`config.mk`:
```
export PLATFORM = sky130hd
export DESIGN_NAME = shift_seq_ctrl
export DESIGN_NICKNAME = d
export VERILOG_FILES = /design/src/rtl/shift_seq_pkg.sv /design/src/rtl/shift_reg_core.sv /design/src/rtl/shift_seq_ctrl.sv
export SDC_FILE = /design/constraint.sdc
export NUM_CORES = 1
export LEC_CHECK = 0
export ABC_AREA = 1
export CAP_MARGIN = 20
export CELL_PAD_IN_SITES_DETAIL_PLACEMENT = 0
export CELL_PAD_IN_SITES_GLOBAL_PLACEMENT = 1
export CORE_MARGIN = 2
export CORE_UTILIZATION = 36
export CTS_BUF_LIST = sky130_fd_sc_hd__clkbuf_8 sky130_fd_sc_hd__clkbuf_16
export DETAILED_ROUTE_END_ITERATION = 6
export PLACE_DENSITY_LB_ADDON = 0.1
export SLEW_MARGIN = 20
export SYNTH_ARGS = -nofsm -noshare
export SYNTH_HDL_FRONTEND = slang
export SYNTH_SLANG_ARGS = --single-unit
export TNS_END_PERCENT = 100
```
`constraint.sdc`:
```
create_clock -name clk -period 1.3 [get_ports clk]
set_input_delay 0.13 -clock clk [delete_from_list [all_inputs] [get_ports clk]]
set_output_delay 0.13 -clock clk [all_outputs]
set_load 0.05 [all_outputs]
```
`src/rtl/shift_seq_pkg.sv`:
```
// Shared definitions for the serial shift sequencer.
//   state_t        : sequencer FSM states
//   BIT_CNT_W_DEF  : bit-counter width for the default 4-bit word
//   bit_cnt_w()    : bit-counter width for any word length (never below 1)
package shift_seq_pkg;

  typedef enum logic [1:0] {
    IDLE  = 2'd0,
    SHIFT = 2'd1,
    DONE  = 2'd2
  } state_t;

  localparam int WIDTH_DEF     = 4;
  localparam int BIT_CNT_W_DEF = $clog2(WIDTH_DEF);

  // Width of a counter that indexes WIDTH bits; a 1-bit word still needs a 1-bit counter.
  function automatic int bit_cnt_w(input int width);
    return (width > 1) ? $clog2(width) : 1;
  endfunction

endpackage

```
`src/rtl/shift_reg_core.sv`:
```
// WIDTH-bit shift register with parallel load, shift enable and a latched
// direction. The direction is captured together with the data on load.
// The register needs WIDTH >= 2.
// Ports:
//   clk, rst   : clock, asynchronous active-low reset
//   load       : capture din and msb_first
//   shift      : shift one position toward the serial end
//   din        : parallel load word
//   msb_first  : 1 = serial end is the MSB, 0 = serial end is the LSB
//   sout_nxt   : serial bit the register presents after this clock edge,
//                used by the sequencer to register its serial output
module shift_reg_core
  import shift_seq_pkg::*;
#(
  parameter int WIDTH = 4
) (
  input  logic             clk,
  input  logic             rst,
  input  logic             load,
  input  logic             shift,
  input  logic [WIDTH-1:0] din,
  input  logic             msb_first,
  output logic             sout_nxt
);

  logic [WIDTH-1:0] sr_r;
  logic [WIDTH-1:0] sr_s;
  logic             dir_r;
  logic             dir_s;

  // Next register contents and the serial bit those contents will present.
  always_comb begin
    sr_s  = sr_r;
    dir_s = dir_r;
    if (load) begin
      sr_s  = din;
      dir_s = msb_first;
    end else if (shift) begin
      if (dir_r) begin
        sr_s = {sr_r[WIDTH-2:0], 1'b0};
      end else begin
        sr_s = {1'b0, sr_r[WIDTH-1:1]};
      end
    end else begin
      sr_s  = sr_r;
      dir_s = dir_r;
    end
    sout_nxt = dir_s ? sr_s[WIDTH-1] : sr_s[0];
  end

  // Register and direction storage.
  always_ff @(posedge clk or negedge rst) begin
    if (!rst) begin
      sr_r  <= '0;
      dir_r <= 1'b0;
    end else begin
      sr_r  <= sr_s;
      dir_r <= dir_s;
    end
  end

endmodule

```
`src/rtl/shift_seq_ctrl.sv`:
```
// Serial transmitter sequencer: accepts a parallel word on a valid/ready
// handshake and shifts it out one bit at a time. Each bit is held for div+1
// clock cycles. A one-cycle done pulse follows the last bit.
// Ports:
//   clk, rst   : clock, asynchronous active-low reset
//   in_data    : parallel word, captured when in_valid && in_ready
//   in_valid   : in_data is valid
//   in_ready   : combinational, high in IDLE unless abort is asserted
//   div        : bit period minus 1, captured on accept
//   msb_first  : shift order, captured on accept
//   abort      : synchronous cancel of the current transfer
//   so         : registered serial data
//   so_valid   : registered, so carries a data bit
//   done       : registered one-cycle pulse after the last bit
//   busy       : registered, high in SHIFT and DONE
module shift_seq_ctrl
  import shift_seq_pkg::*;
#(
  parameter int WIDTH = 4,
  parameter int DIV_W = 8
) (
  input  logic             clk,
  input  logic             rst,
  input  logic [WIDTH-1:0] in_data,
  input  logic             in_valid,
  output logic             in_ready,
  input  logic [DIV_W-1:0] div,
  input  logic             msb_first,
  input  logic             abort,
  output logic             so,
  output logic             so_valid,
  output logic             done,
  output logic             busy
);

  localparam int CNT_W = bit_cnt_w(WIDTH);
  localparam logic [CNT_W-1:0] LAST_BIT = CNT_W'(WIDTH - 1);

  state_t           state_r;
  state_t           state_s;
  logic [CNT_W-1:0] bit_cnt_r;
  logic [CNT_W-1:0] bit_cnt_s;
  logic [DIV_W-1:0] div_cnt_r;
  logic [DIV_W-1:0] div_cnt_s;
  logic [DIV_W-1:0] div_lat_r;
  logic [DIV_W-1:0] div_lat_s;
  logic             so_r;
  logic             so_s;
  logic             so_valid_r;
  logic             so_valid_s;
  logic             done_r;
  logic             done_s;
  logic             busy_r;
  logic             busy_s;
  logic             load_s;
  logic             shift_s;
  logic             accept_s;
  logic             sout_nxt_s;

  assign in_ready = (state_r == IDLE) && !abort;
  assign accept_s = in_valid && in_ready;

  assign so       = so_r;
  assign so_valid = so_valid_r;
  assign done     = done_r;
  assign busy     = busy_r;

  shift_reg_core #(
    .WIDTH(WIDTH)
  ) u_core (
    .clk      (clk),
    .rst      (rst),
    .load     (load_s),
    .shift    (shift_s),
    .din      (in_data),
    .msb_first(msb_first),
    .sout_nxt (sout_nxt_s)
  );

  // Next-state, counter and registered-output logic. Outputs default to the
  // idle values so that abort and the DONE exit simply fall through to zero.
  always_comb begin
    state_s    = state_r;
    bit_cnt_s  = bit_cnt_r;
    div_cnt_s  = div_cnt_r;
    div_lat_s  = div_lat_r;
    load_s     = 1'b0;
    shift_s    = 1'b0;
    so_s       = 1'b0;
    so_valid_s = 1'b0;
    done_s     = 1'b0;
    busy_s     = 1'b0;
    case (state_r)
      IDLE: begin
        if (accept_s) begin
          state_s    = SHIFT;
          load_s     = 1'b1;
          bit_cnt_s  = '0;
          div_cnt_s  = div;
          div_lat_s  = div;
          so_s       = sout_nxt_s;
          so_valid_s = 1'b1;
          busy_s     = 1'b1;
        end else begin
          state_s = IDLE;
        end
      end
      SHIFT: begin
        if (abort) begin
          state_s = IDLE;
        end else if (div_cnt_r == '0) begin
          if (bit_cnt_r == LAST_BIT) begin
            state_s = DONE;
            done_s  = 1'b1;
            busy_s  = 1'b1;
          end else begin
            shift_s    = 1'b1;
            bit_cnt_s  = bit_cnt_r + CNT_W'(1);
            div_cnt_s  = div_lat_r;
            so_s       = sout_nxt_s;
            so_valid_s = 1'b1;
            busy_s     = 1'b1;
          end
        end else begin
          div_cnt_s  = div_cnt_r - DIV_W'(1);
          so_s       = sout_nxt_s;
          so_valid_s = 1'b1;
          busy_s     = 1'b1;
        end
      end
      DONE: begin
        // DONE always lasts one cycle; abort leads to the same place.
        state_s = IDLE;
      end
      default: begin
        state_s = IDLE;
      end
    endcase
  end

  // State, counters, latched period and registered outputs.
  always_ff @(posedge clk or negedge rst) begin
    if (!rst) begin
      state_r    <= IDLE;
      bit_cnt_r  <= '0;
      div_cnt_r  <= '0;
      div_lat_r  <= '0;
      so_r       <= 1'b0;
      so_valid_r <= 1'b0;
      done_r     <= 1'b0;
      busy_r     <= 1'b0;
    end else begin
      state_r    <= state_s;
      bit_cnt_r  <= bit_cnt_s;
      div_cnt_r  <= div_cnt_s;
      div_lat_r  <= div_lat_s;
      so_r       <= so_s;
      so_valid_r <= so_valid_s;
      done_r     <= done_s;
      busy_r     <= busy_s;
    end
  end

endmodule

```
# ---- Word level (Yosys, flattened, before mapping)
# Cells that the tools add are included.
dict set report word_totals {
  ff_bits 29
  input_bits 17
  out_inout_bits 5
  word_cells 73
}
dict set report classes {
  n_addsub 2
  eq_ne 9
  mux 40
  n_reduce_logical 11
}
# operator count
set ops {}
lappend ops {{8-bit two-way mux} 4}
lappend ops {{1-bit two-way mux} 20}
lappend ops {{8-bit case mux with 2 select lines} 1}
lappend ops {{2-bit two-way mux} 7}
lappend ops {{4-bit two-way mux} 3}
lappend ops {{3-bit inequality test, second input constant} 3}
lappend ops {{8-bit logical NOT} 1}
lappend ops {{2-bit inequality test, second input constant} 4}
lappend ops {{2-bit case mux with 2 select lines} 2}
lappend ops {{8-bit by 1-bit subtractor with 8-bit output, second input constant} 1}
lappend ops {{1-bit case mux with 2 select lines} 3}
lappend ops {{5-bit AND reduction} 1}
lappend ops {{2-bit AND reduction} 2}
lappend ops {{4-bit AND reduction} 1}
lappend ops {{2-bit nonzero test} 2}
lappend ops {{2-bit by 1-bit adder with 2-bit output, second input constant} 1}
lappend ops {{2-bit by 1-bit equality test with 1-bit output, second input constant} 1}
lappend ops {{2-bit equality test, second input constant} 1}
lappend ops {{1-bit logical AND} 2}
lappend ops {{2-bit logical NOT} 1}
lappend ops {{1-bit logical NOT} 1}

# ---- Longest topological paths before layout
# Gate-level depths: netlist (run 1).
dict set report depth {
  word_depth 12
  ltp_mapped 10
  mapped_depth_nobuf 10
}

# ---- Modules after synthesis
# From an unflattened synthesis (run 1), not the netlist that was laid out.
dict set report hier_totals {
  cells_unflattened 219
  hier_area_um2 1712.9
}
# mod n_inst cells_per_inst area_each_um2 seq_area_each_um2
set by_module_without_submodules {}
lappend by_module_without_submodules {shift_seq_ctrl 1 182 1417.6 600.6}
lappend by_module_without_submodules {shift_reg_core 1 37 295.3 125.1}

# ---- Worst setup path before layout (run 1)
# Ideal clock, no wire load.
dict set report synth_timing {
  kind {reg-to-output}
  from {register state_r[0]}
  to {output in_ready}
  arrival_ps 1499
  required_ps 1170
  slack_ps -329
  path_stages_with_launch 2
  path_buffers 0
  cell_sequence {dfrtp_1 > nor3_1}
}
dict set report synth_between {
  elab_chain_len 2
}
# item line_no
set synth_rtl {}
lappend synth_rtl {{start: declaration} shift_seq_ctrl.sv:39} ;# state_t state_r;
lappend synth_rtl {{start signal: assignment} shift_seq_ctrl.sv:153} ;# state_r <= state_s;
lappend synth_rtl {{2-bit logical NOT} shift_seq_ctrl.sv:60} ;# assign in_ready = (state_r == IDLE) && !abort;
lappend synth_rtl {{1-bit logical AND} shift_seq_ctrl.sv:60}
lappend synth_rtl {{end: declaration} shift_seq_ctrl.sv:26} ;# output logic in_ready,
# Every way passes these cells.

# ---- Worst setup path after layout (run 1)
dict set report layout_timing {
  from {register bit_cnt_r[0]}
  to {register div_cnt_r[5]}
}
dict set report layout_between {
  elab_chain_len 3
}
# item line_no
set layout_rtl {}
lappend layout_rtl {{start: declaration} shift_seq_ctrl.sv:41} ;# logic [CNT_W-1:0] bit_cnt_r;
lappend layout_rtl {{start signal: assignment} shift_seq_ctrl.sv:154} ;# bit_cnt_r <= bit_cnt_s;
lappend layout_rtl {{2-bit equality test} shift_seq_ctrl.sv:112} ;# if (bit_cnt_r == LAST_BIT) begin
lappend layout_rtl {{3-bit inequality test (no line)} -}
lappend layout_rtl {{4-bit AND reduction (no line)} -}
lappend layout_rtl {{end signal: assignment} shift_seq_ctrl.sv:155} ;# div_cnt_r <= div_cnt_s;
lappend layout_rtl {{end: declaration} shift_seq_ctrl.sv:43} ;# logic [DIV_W-1:0] div_cnt_r;
# Every way passes these cells.
# A chain may end at the register's enable or synchronous reset.

==> impl_metrics.tcl, run 1 <==
set metrics [dict create \
    status "complete, but fails checks" \
    violations "setup timing" \
    start_util 0.3727 \
    met1_length_um 1859 \
    netlist_area_um2 1623 \
    dp_hpwl_um 3023 \
    vias_per_cell 4.765 \
    core_um2 4354 \
    layout_commonest_cell "nand2_1" \
    syn-instance-count 204 \
    layout_common_cells "nand2_1 (47), buf_4 (36), dfrtp_1 (29), inv_1 (17)" \
    vias 1544 \
    rr_endpoint "div_cnt_r[5]" \
    grt_usage 0.1852 \
    dieHeight_um 71.14 \
    arrival_ns 1.59 \
    fill_cells 378 \
    wl_um 4265 \
    synthesis.nets 224 \
    p_per_area_nw_per_um2 1326 \
    ys_ff_latch 29 \
    grt_overflow 0 \
    design_area_um2 2570 \
    critPathMaxFanout 3 \
    dr_wl_met2_um 2142 \
    port_buffers 21 \
    antenna_found_initial 0 \
    final_core_util 0.5902 \
    r2r_slack_ns -0.12 \
    io_pins 22 \
    clock_latency_ns 0.28 \
    setup_ws_ns -0.1216 \
    min_path_type "primary input to asynchronous set/reset pin" \
    peakVddDrop_mv 0.6291 \
    antennaDiodeCount 0 \
    grt_first_pass_wirelength_um 7389 \
    num_rows 24 \
    dieArea_um2 5061 \
    clock.fmax_mhz 703.4 \
    critical_path_class "flop to flop" \
    multiInputGateArea_um2 929.6 \
    area_delta_synth_final_pct 58.37 \
    first_global_vias 1606 \
    worstPathRequired_ns 1.47 \
    rsz0062_at_grt "true" \
    cp-start-kind "flop" \
    drive_above_1_share 0.4118 \
    period_share 1.094 \
    wl_per_cell_um 13.16 \
    cts_tree "yes" \
    rr_worst_depth 8 \
    maxSlewViolCount 0 \
    startpoint "bit_cnt_r[0]" \
    cts_buffer_depth 2 \
    cts_buffers 5 \
    drt_iter0_markers 59 \
    hold_viol_final 0 \
    cts_num_sinks 29 \
    antenna_left 0 \
    setup_viol 17 \
    leakage_nw 1.246 \
    avgSynthCellArea_um2 7.955 \
    highest_layer "met4" \
    maxCapViolCount 0 \
    dr.pass1.iters 4 \
    die_x_um 71.14 \
    clkSlewWorstSetupHoldPaths_ns 0.07 \
    yosysUniqueCellTypes 29 \
    min_period_ns 1.422 \
    end_kind "flop" \
    r2r-start "bit_cnt_r[0]" \
    drc_errors 0 \
    grt_max_degree 30 \
    register_area_um2 725.7 \
    clock_skew_ns 0.003988 \
    cts_root_buf "clkbuf_8" \
    yosysWarnings 0 \
    gp_congestion 0.8074 \
    fin_tns_setup_ns -1.456 \
    wl_met3_um 242 \
    slew_headroom 0.8337 \
    htreeDepth 2 \
    place_area_um2 2250 \
    final_nets 291 \
    synth-seq-area-share 0.4472 \
    tightest_slew_ns 0.2491 \
]
-- cell type report --
| type | count | area share |
|---|---|---|
| clock buffers | 7 | 0.03749 |
| clock inverters | 1 | 0.001947 |
| inverters | 25 | 0.03846 |
| multi-input cells | 144 | 0.3617 |
| flip-flops and latches | 29 | 0.2824 |
| well taps | 52 | 0.02532 |
| repair buffers | 66 | 0.2527 |
-- sequential cells by signal (all words and copies together) (netlist names) --
signal        flops
u_core.sr_r       4
done              1
div_cnt_r         8
so_valid          1
so                1
bit_cnt_r         2
state_r           2
u_core.dir_r      1
busy              1
div_lat_r         8
-- per-layer routing --
metal  track usage  up-vias
met5             0        -
met2        0.3179       32
met4       0.05241        0
met1        0.2310      720
li1              -      790
met3       0.04558        2
-- critical path: stages (launching register included) --
cell,delay [ns]
dfrtp_1,0.39
ha_2,0.19
buf_4,0.13
nand3_2,0.08
nand2_4,0.07
buf_4,0.14
buf_4,0.13
a21oi_2,0.11
a21oi_2,0.06
-- worst max-delay path by stage --
| stage | to | slack, ns |
|---|---|---|
| after floorplan | div_cnt_r[5] | -0.09 |
| after global placement | div_cnt_r[5] | -0.20 |
| after detailed placement | div_cnt_r[3] | -0.24 |
| after CTS | div_cnt_r[3] | -0.13 |
| after global routing | so | -0.20 |
| final | div_cnt_r[5] | -0.12 |
-- per-stage QoR --
step / cells / hold WS, ns / setup WS [ns] / total power, mW
6_report: 324 / 0.2080 / -0.1216 / 3.407
5_1_grt: 324 / 0.2347 / -0.1956 / 3.635
4_1_cts: 321 / 0.2120 / -0.1330 / 3.353
3_5_place_dp: 310 / 0.4696 / -0.2441 / 2.394
3_3_place_gp: 310 / 0.4656 / -0.1979 / 2.374
2_1_floorplan: 204 / -0.1656 / -0.08765 / 1.872
-- cell families (layout without fill, tap and decap cells) --
| family | after synthesis | in the layout | synth area share |
|---|---|---|---|
| AND/OR/NAND/NOR | 105 | 105 | 0.3030 |
| adder cells (fa/ha/maj) | 3 | 3 | 0.02313 |
| AO/OA/AOI/OAI | 33 | 33 | 0.1257 |
| buffers and inverters | 31 | 99 | 0.08481 |
| XOR/XNOR | 3 | 3 | 0.01619 |
| flip-flops | 29 | 29 | 0.4472 |
-- report_power, final --
part	internal, mW	switching, mW	total (mW)
sequential	1.08	0.134	1.22
clock	0.478	0.355	0.834
combinational	0.668	0.687	1.35
total	2.23	1.18	3.41
-- cell usage after synthesis --
master / instances / area, µm²
nand4_1: 2 / 12.51
nand3_1: 12 / 60.06
nand2_4: 1 / 11.26
nand2_2: 5 / 31.28
a21oi_2: 4 / 35.03
o21ai_0: 7 / 35.03
o21ai_2: 2 / 17.52
o21ai_1: 8 / 40.04
o211ai_2: 1 / 12.51
ha_1: 3 / 37.54
inv_1: 20 / 75.07
nor2_2: 8 / 50.05
buf_6: 2 / 22.52
nor3_1: 1 / 5.000
nand3_2: 1 / 10.01
a21oi_1: 8 / 40.04
nand2_1: 55 / 206.5
nor2_1: 16 / 60.06
o21a_1: 2 / 15.01
nand4_4: 1 / 21.27
buf_4: 1 / 7.510
nor4_1: 2 / 12.51
xor2_1: 3 / 26.28
buf_2: 2 / 10.01
dfrtp_1: 29 / 725.7
nor2_4: 1 / 11.26
inv_2: 5 / 18.77
buf_1: 1 / 3.750
o221ai_1: 1 / 8.760
-- repair_timing --
| action | CTS | global route |
|---|---|---|
| setup buffers | 3 | 3 |
| setup endpoints to repair | 19 | 29 |
| pin swaps | 9 | 9 |
| hold buffers | 0 | 0 |
| resized for setup | 24 | 14 |
Power figures use the tool's default switching activity.
==> run 2, diff against run 1 <==
--- a/config.mk
+++ b/config.mk
@@ -9,6 +9,7 @@
 export CAP_MARGIN = 20
 export CELL_PAD_IN_SITES_DETAIL_PLACEMENT = 0
 export CELL_PAD_IN_SITES_GLOBAL_PLACEMENT = 1
+export CORE_ASPECT_RATIO = 0.9
 export CORE_MARGIN = 2
 export CORE_UTILIZATION = 36
 export CTS_BUF_LIST = sky130_fd_sc_hd__clkbuf_8 sky130_fd_sc_hd__clkbuf_16
@@ -18,4 +19,3 @@
 export SYNTH_ARGS = -nofsm -noshare
 export SYNTH_HDL_FRONTEND = slang
 export SYNTH_SLANG_ARGS = --single-unit
-export TNS_END_PERCENT = 100
==> run 2 against run 1 <==
  * The run still ends with setup timing left
  * Worst hold slack got worse by 0.0012 ns
  * Global-route usage increased by 1.6 points
  * Highest routed layer unchanged
  * Clock-buffer cell count decreased by 2
  * Critical path depth increased by 3
  * Non-clock buffer count unchanged
  * Combinational power about the same
  * Final area decreased by 0.97%
  * Clock power decreased by 15%
  * Clock skew about the same
  * Sequential power about the same
  * Critical endpoint is now so
  * Largest cell class unchanged
==> impl_metrics.tcl, run 2 (same netlist as run 1, synthesis figures left out) <==
set metrics [dict create \
    vias_per_cell 4.569 \
    clock_skew_ns 0.004049 \
    dr.pass1.iters 4 \
    rr_worst_depth 11 \
    cts_num_sinks 29 \
    postCtsHoldBufs 0 \
    switching_share 0.3571 \
    place_ws_ns -0.2149 \
    setup_viol 18 \
    p_int_mw 2.092 \
    layout_commonest_cell "nand2_1" \
    cts_root_buf "clkbuf_8" \
    dieArea_um2 5062 \
    slew_headroom 0.8295 \
    status "complete, but fails checks" \
    min_period_ns 1.486 \
    grt_max_degree 30 \
    rsz0062_at_grt "true" \
    start_util 0.3686 \
    seq_power_share 0.373 \
    antenna_left 0 \
    antennaDiodeCount 0 \
    final_cells 334 \
    antenna_found_initial 0 \
    wl_per_cell_um 13.11 \
    use_met2 0.3418 \
    num_rows 23 \
    r2r_slack_ns -0.19 \
    rr_endpoint "so" \
    cts_buffers 5 \
    cts_tree "yes" \
    leakage_nw 1.256 \
    clock.fmax_mhz 672.9 \
    first_global_vias 1669 \
    dieHeight_um 67.70 \
    hold_viol_final 0 \
    r2r-start "div_cnt_r[1]" \
    peakVddDrop_mv 0.7414 \
    io_pins 22 \
    cts_buffer_depth 2 \
    setup_ws_ns -0.1861 \
    power_frac_comb 0.408 \
    crit_chain "inv_2 > ha_4 > nand2_4 > nor2_4 > buf_6 > nand2_4 > nand2_1 > nand3_2 > nand2_2 > nor2_1 > nor2_1" \
    critPathMaxFanout 5 \
    fill_cells 416 \
    drc_errors 0 \
    clock_latency_ns 0.28 \
    startpoint "div_cnt_r[1]" \
    port_buffers 21 \
    grt_overflow 0 \
    final_nets 291 \
    core_um2 4403 \
    critical_path_class "flop to flop" \
    critical-path-top-delay-family "simple AND/OR/NAND/NOR gates" \
    power_switching_mw 1.162 \
    max_stage_delay_ns 0.39 \
    violations "setup timing" \
    tightest_slew_ns 0.2555 \
    crit_slowest_cell "dfrtp_1" \
    clock_power_share 0.219 \
    drive_above_1_share 0.4007 \
    grt_first_pass_wirelength_um 7603 \
    grt_busiest_layer "met2" \
    path_buf_inv 2 \
    fin_tns_setup_ns -2.233 \
    area_delta_synth_final_pct 56.82 \
    period_share 1.143 \
    crit_path_end "so" \
    grt_usage 0.2016 \
    maxSlewViolCount 0 \
    maxCapViolCount 0 \
    timing.hold.ws_ns 0.2068 \
    htreeDepth 2 \
    end_kind "flop" \
    use_met1 0.2576 \
    wl_um 4380 \
    p_per_area_nw_per_um2 1279 \
    worstPathRequired_ns 1.51 \
    clkSlewWorstSetupHoldPaths_ns 0.07 \
    dp_hpwl_um 3205 \
    vias 1526 \
    drt_iter0_markers 75 \
    grtUsageMet3 0.04328 \
    arrival_ns 1.70 \
    die_x_um 74.77 \
    dp.cells 322 \
    min_path_type "primary input to asynchronous set/reset pin" \
    path_depth 11 \
    cp-start-kind "flop" \
    gp_congestion 0.8615 \
    layout_common_cells "nand2_1 (49), buf_4 (35), dfrtp_1 (28), inv_1 (17)" \
    reg.largest.list "div_cnt_r (8), div_lat_r (8), u_core.sr_r (4)" \
]
run 2: power groups by stage:
stage / combinational, mW / clock (mW) / sequential (mW)
6_report: 1.33 / 0.712 / 1.21
5_1_grt: 1.48 / 0.778 / 1.24
4_1_cts: 1.29 / 0.735 / 1.21
3_5_place_dp: 1.21 / 0 / 1.22
3_3_place_gp: 1.19 / 0 / 1.22
2_1_floorplan: 0.604 / 0 / 1.27
run 2: worst min path at each step:
stage                      start      endpoint  cells past startpoint
finish                       rst  bit_cnt_r[0]                      2
floorplan                    rst  bit_cnt_r[0]                      0
global placement    div_lat_r[3]  div_lat_r[3]                      2
CTS                          rst  bit_cnt_r[0]                      2
global route                 rst  bit_cnt_r[0]                      2
detailed placement  div_lat_r[5]  div_lat_r[5]                      2
run 2: cell type report:
cell class                 count  area (µm²)  share of cell area
timing repair buffer          66       653.1              0.2566
multi-input combinational    144       903.4              0.3550
clock buffer                   5       68.82             0.02704
tap                           62       77.57             0.03048
clock inverter                 3       13.76            0.005408
inverter                      25       101.3             0.03982
sequential                    29       726.9              0.2856
run 2: repair_timing:
action,CTS,global route
endpoints found under the setup margin,21,29
buffers inserted,3,1
pin swaps,3,5
hold endpoints to repair,0,0
gates resized for setup,22,16
run 2: layer usage:
layer | wire (µm) | part of all wire | vias up
li1 | - | - | 783
met3 | 179 | 0.041 | 4
met4 | 27 | 0.0062 | 0
met1 | 1988 | 0.45 | 711
met5 | 0 | 0 | -
met2 | 2184 | 0.50 | 28
run 2: stage by stage:
| stage | util | cell area (µm²) | total power, mW |
|---|---|---|---|
| floorplan | - | 1650 | 1.872 |
| global placement | 0.5172 | 2277 | 2.407 |
| detailed placement | 0.5172 | 2277 | 2.434 |
| CTS | 0.5632 | 2480 | 3.232 |
| global route | 0.5780 | 2545 | 3.490 |
| finish | 0.5780 | 2545 | 3.255 |
==> run 3, diff against run 2 <==
--- a/config.mk
+++ b/config.mk
@@ -12,7 +12,7 @@
 export CORE_ASPECT_RATIO = 0.9
 export CORE_MARGIN = 2
 export CORE_UTILIZATION = 36
-export CTS_BUF_LIST = sky130_fd_sc_hd__clkbuf_8 sky130_fd_sc_hd__clkbuf_16
+export CTS_BUF_LIST = sky130_fd_sc_hd__clkbuf_16
 export DETAILED_ROUTE_END_ITERATION = 6
 export PLACE_DENSITY_LB_ADDON = 0.1
 export SLEW_MARGIN = 20
==> run 3 against run 2 <==
  * The flow still finishes with violations (setup timing)
  * Global-route usage grew 0.094 points
  * Total power rose by 11%
  * Register-to-register slack hardly changed
  * Die area unchanged
  * Critical path type unchanged
==> impl_metrics.tcl, run 3 (same netlist as run 1, synthesis figures left out) <==
set metrics [dict create \
    dieHeight_um 67.70 \
    drc_errors 0 \
    vias_per_cell 4.644 \
    clock_latency_ns 0.27 \
    rsz0062_at_grt "true" \
    reg.largest.list "div_cnt_r (8), div_lat_r (8), u_core.sr_r (4)" \
    cts_num_sinks 29 \
    worstPathRequired_ns 1.46 \
    maxCapViolCount 0 \
    grt_max_degree 30 \
    layout_common_cells "nand2_1 (50), buf_4 (35), dfrtp_1 (28), inv_1 (17)" \
    min_period_ns 1.483 \
    critical_path_class "flop to flop" \
    drt_iter0_markers 63 \
    first_global_vias 1658 \
    tightest_slew_ns 0.2631 \
    setup_ws_ns -0.1828 \
    status "complete, but fails checks" \
    grt_overflow 0 \
    cts_buffer_depth 2 \
    clock.fmax_mhz 674.4 \
    wl_um 4372 \
    dieArea_um2 5062 \
    violations "setup timing" \
    critPathMaxFanout 9 \
    vias 1551 \
    core_um2 4403 \
    p_per_area_nw_per_um2 1397 \
    use_met1 0.2659 \
    final_nets 291 \
    slew_headroom 0.8244 \
    period_share 1.141 \
    cp-start-kind "flop" \
    io_pins 22 \
    area_delta_synth_final_pct 59.83 \
    start_util 0.3686 \
    leakage_nw 1.280 \
    place_ws_ns -0.2149 \
    grt_busiest_layer "met2" \
    maxSlewViolCount 0 \
    dr.pass1.iters 4 \
    grt_usage 0.2025 \
    use_met2 0.3352 \
    setup_viol 18 \
    end_kind "flop" \
    dp_hpwl_um 3205 \
    cts_tree "yes" \
    grt_first_pass_wirelength_um 7645 \
    cts_buffers 5 \
    layout_commonest_cell "nand2_1" \
    cts_root_buf "clkbuf_16" \
    fill_cells 409 \
    clkSlewWorstSetupHoldPaths_ns 0.05 \
    htreeDepth 2 \
    arrival_ns 1.64 \
    peakVddDrop_mv 0.7767 \
    min_path_type "primary input to asynchronous set/reset pin" \
    grtUsageMet3 0.04328 \
    clock_skew_ns 0.002188 \
    postCtsHoldBufs 0 \
    hold_viol_final 0 \
    antenna_left 0 \
    gp_congestion 0.8615 \
    num_rows 23 \
    die_x_um 74.77 \
    antenna_found_initial 0 \
    antennaDiodeCount 0 \
    port_buffers 21 \
    final_core_util 0.5891 \
    wl_per_cell_um 13.09 \
    drive_above_1_share 0.3971 \
]
==> run 3: metrics by stage <==
stage,power [mW],cells,area (µm²),hold slack [ns],TNS [ns]
2_1_floorplan,1.872,204,1650,-0.1656,-0.6349
3_3_place_gp,2.407,322,2277,0.4692,-3.284
3_5_place_dp,2.434,322,2277,0.4661,-3.953
4_1_cts,3.609,333,2536,0.2272,-1.882
5_1_grt,3.859,334,2594,0.2279,-3.800
6_report,3.624,334,2594,0.2114,-2.209
==> run 3: per-layer routing <==
| metal | up-vias | share of wire |
|---|---|---|
| li1 | 789 | - |
| met1 | 727 | 0.47 |
| met2 | 27 | 0.49 |
| met3 | 8 | 0.037 |
| met4 | 0 | 0.0098 |
| met5 | - | 0 |
==> run 3: worst max-delay path, stage by stage, from the launching register on <==
cell and delay (ns):
dfrtp_1 0.38, inv_2 0.09, ha_4 0.14, nand2_4 0.06
nor2_4 0.16, nand3_2 0.10, nand2_4 0.11, inv_4 0.05
buf_12 0.14, nor2_2 0.09, a21oi_2 0.04
==> run 3: path summary, 6_finish.rpt <==
path / startpoint / to / slack [ns] / depth (start not counted)
max in group asynchronous: rst / state_r[0] / 0.89 / 2
hold / removal: rst / bit_cnt_r[0] / 0.21 / 2
setup reg to reg: div_cnt_r[1] / div_cnt_r[7] / -0.18 / 10
min in group clk: in_data[0] / u_core.sr_r[0] / 0.42 / 3
hold reg to reg: div_lat_r[5] / div_lat_r[5] / 0.48 / 2
setup / recovery: div_cnt_r[1] / div_cnt_r[7] / -0.18 / 10
==> run 3: where the power goes <==
| group | internal, mW | leakage (nW) | switching (mW) |
|---|---|---|---|
| clock | 0.693 | 0.0748 | 0.392 |
| sequential | 1.09 | 0.356 | 0.130 |
| combinational | 0.643 | 0.849 | 0.680 |
| total | 2.42 | 1.28 | 1.20 |
==> run 3: area by class of cell <==
class                   count  area [µm²]  area share
flip-flops and latches     29       726.9      0.2803
multi-input cells         144       895.9      0.3454
clock inverters             3       13.76    0.005306
well taps                  62       77.57     0.02991
clock buffers               5       125.1     0.04824
inverters                  25       101.3     0.03907
repair buffers             66       653.1      0.2518
==> run 3: repair_timing <==
action,in CTS,in global routing
resized for setup,22,14
cloned,0,0
setup buffers,3,1
setup endpoints to repair,21,29
pin swaps,3,5
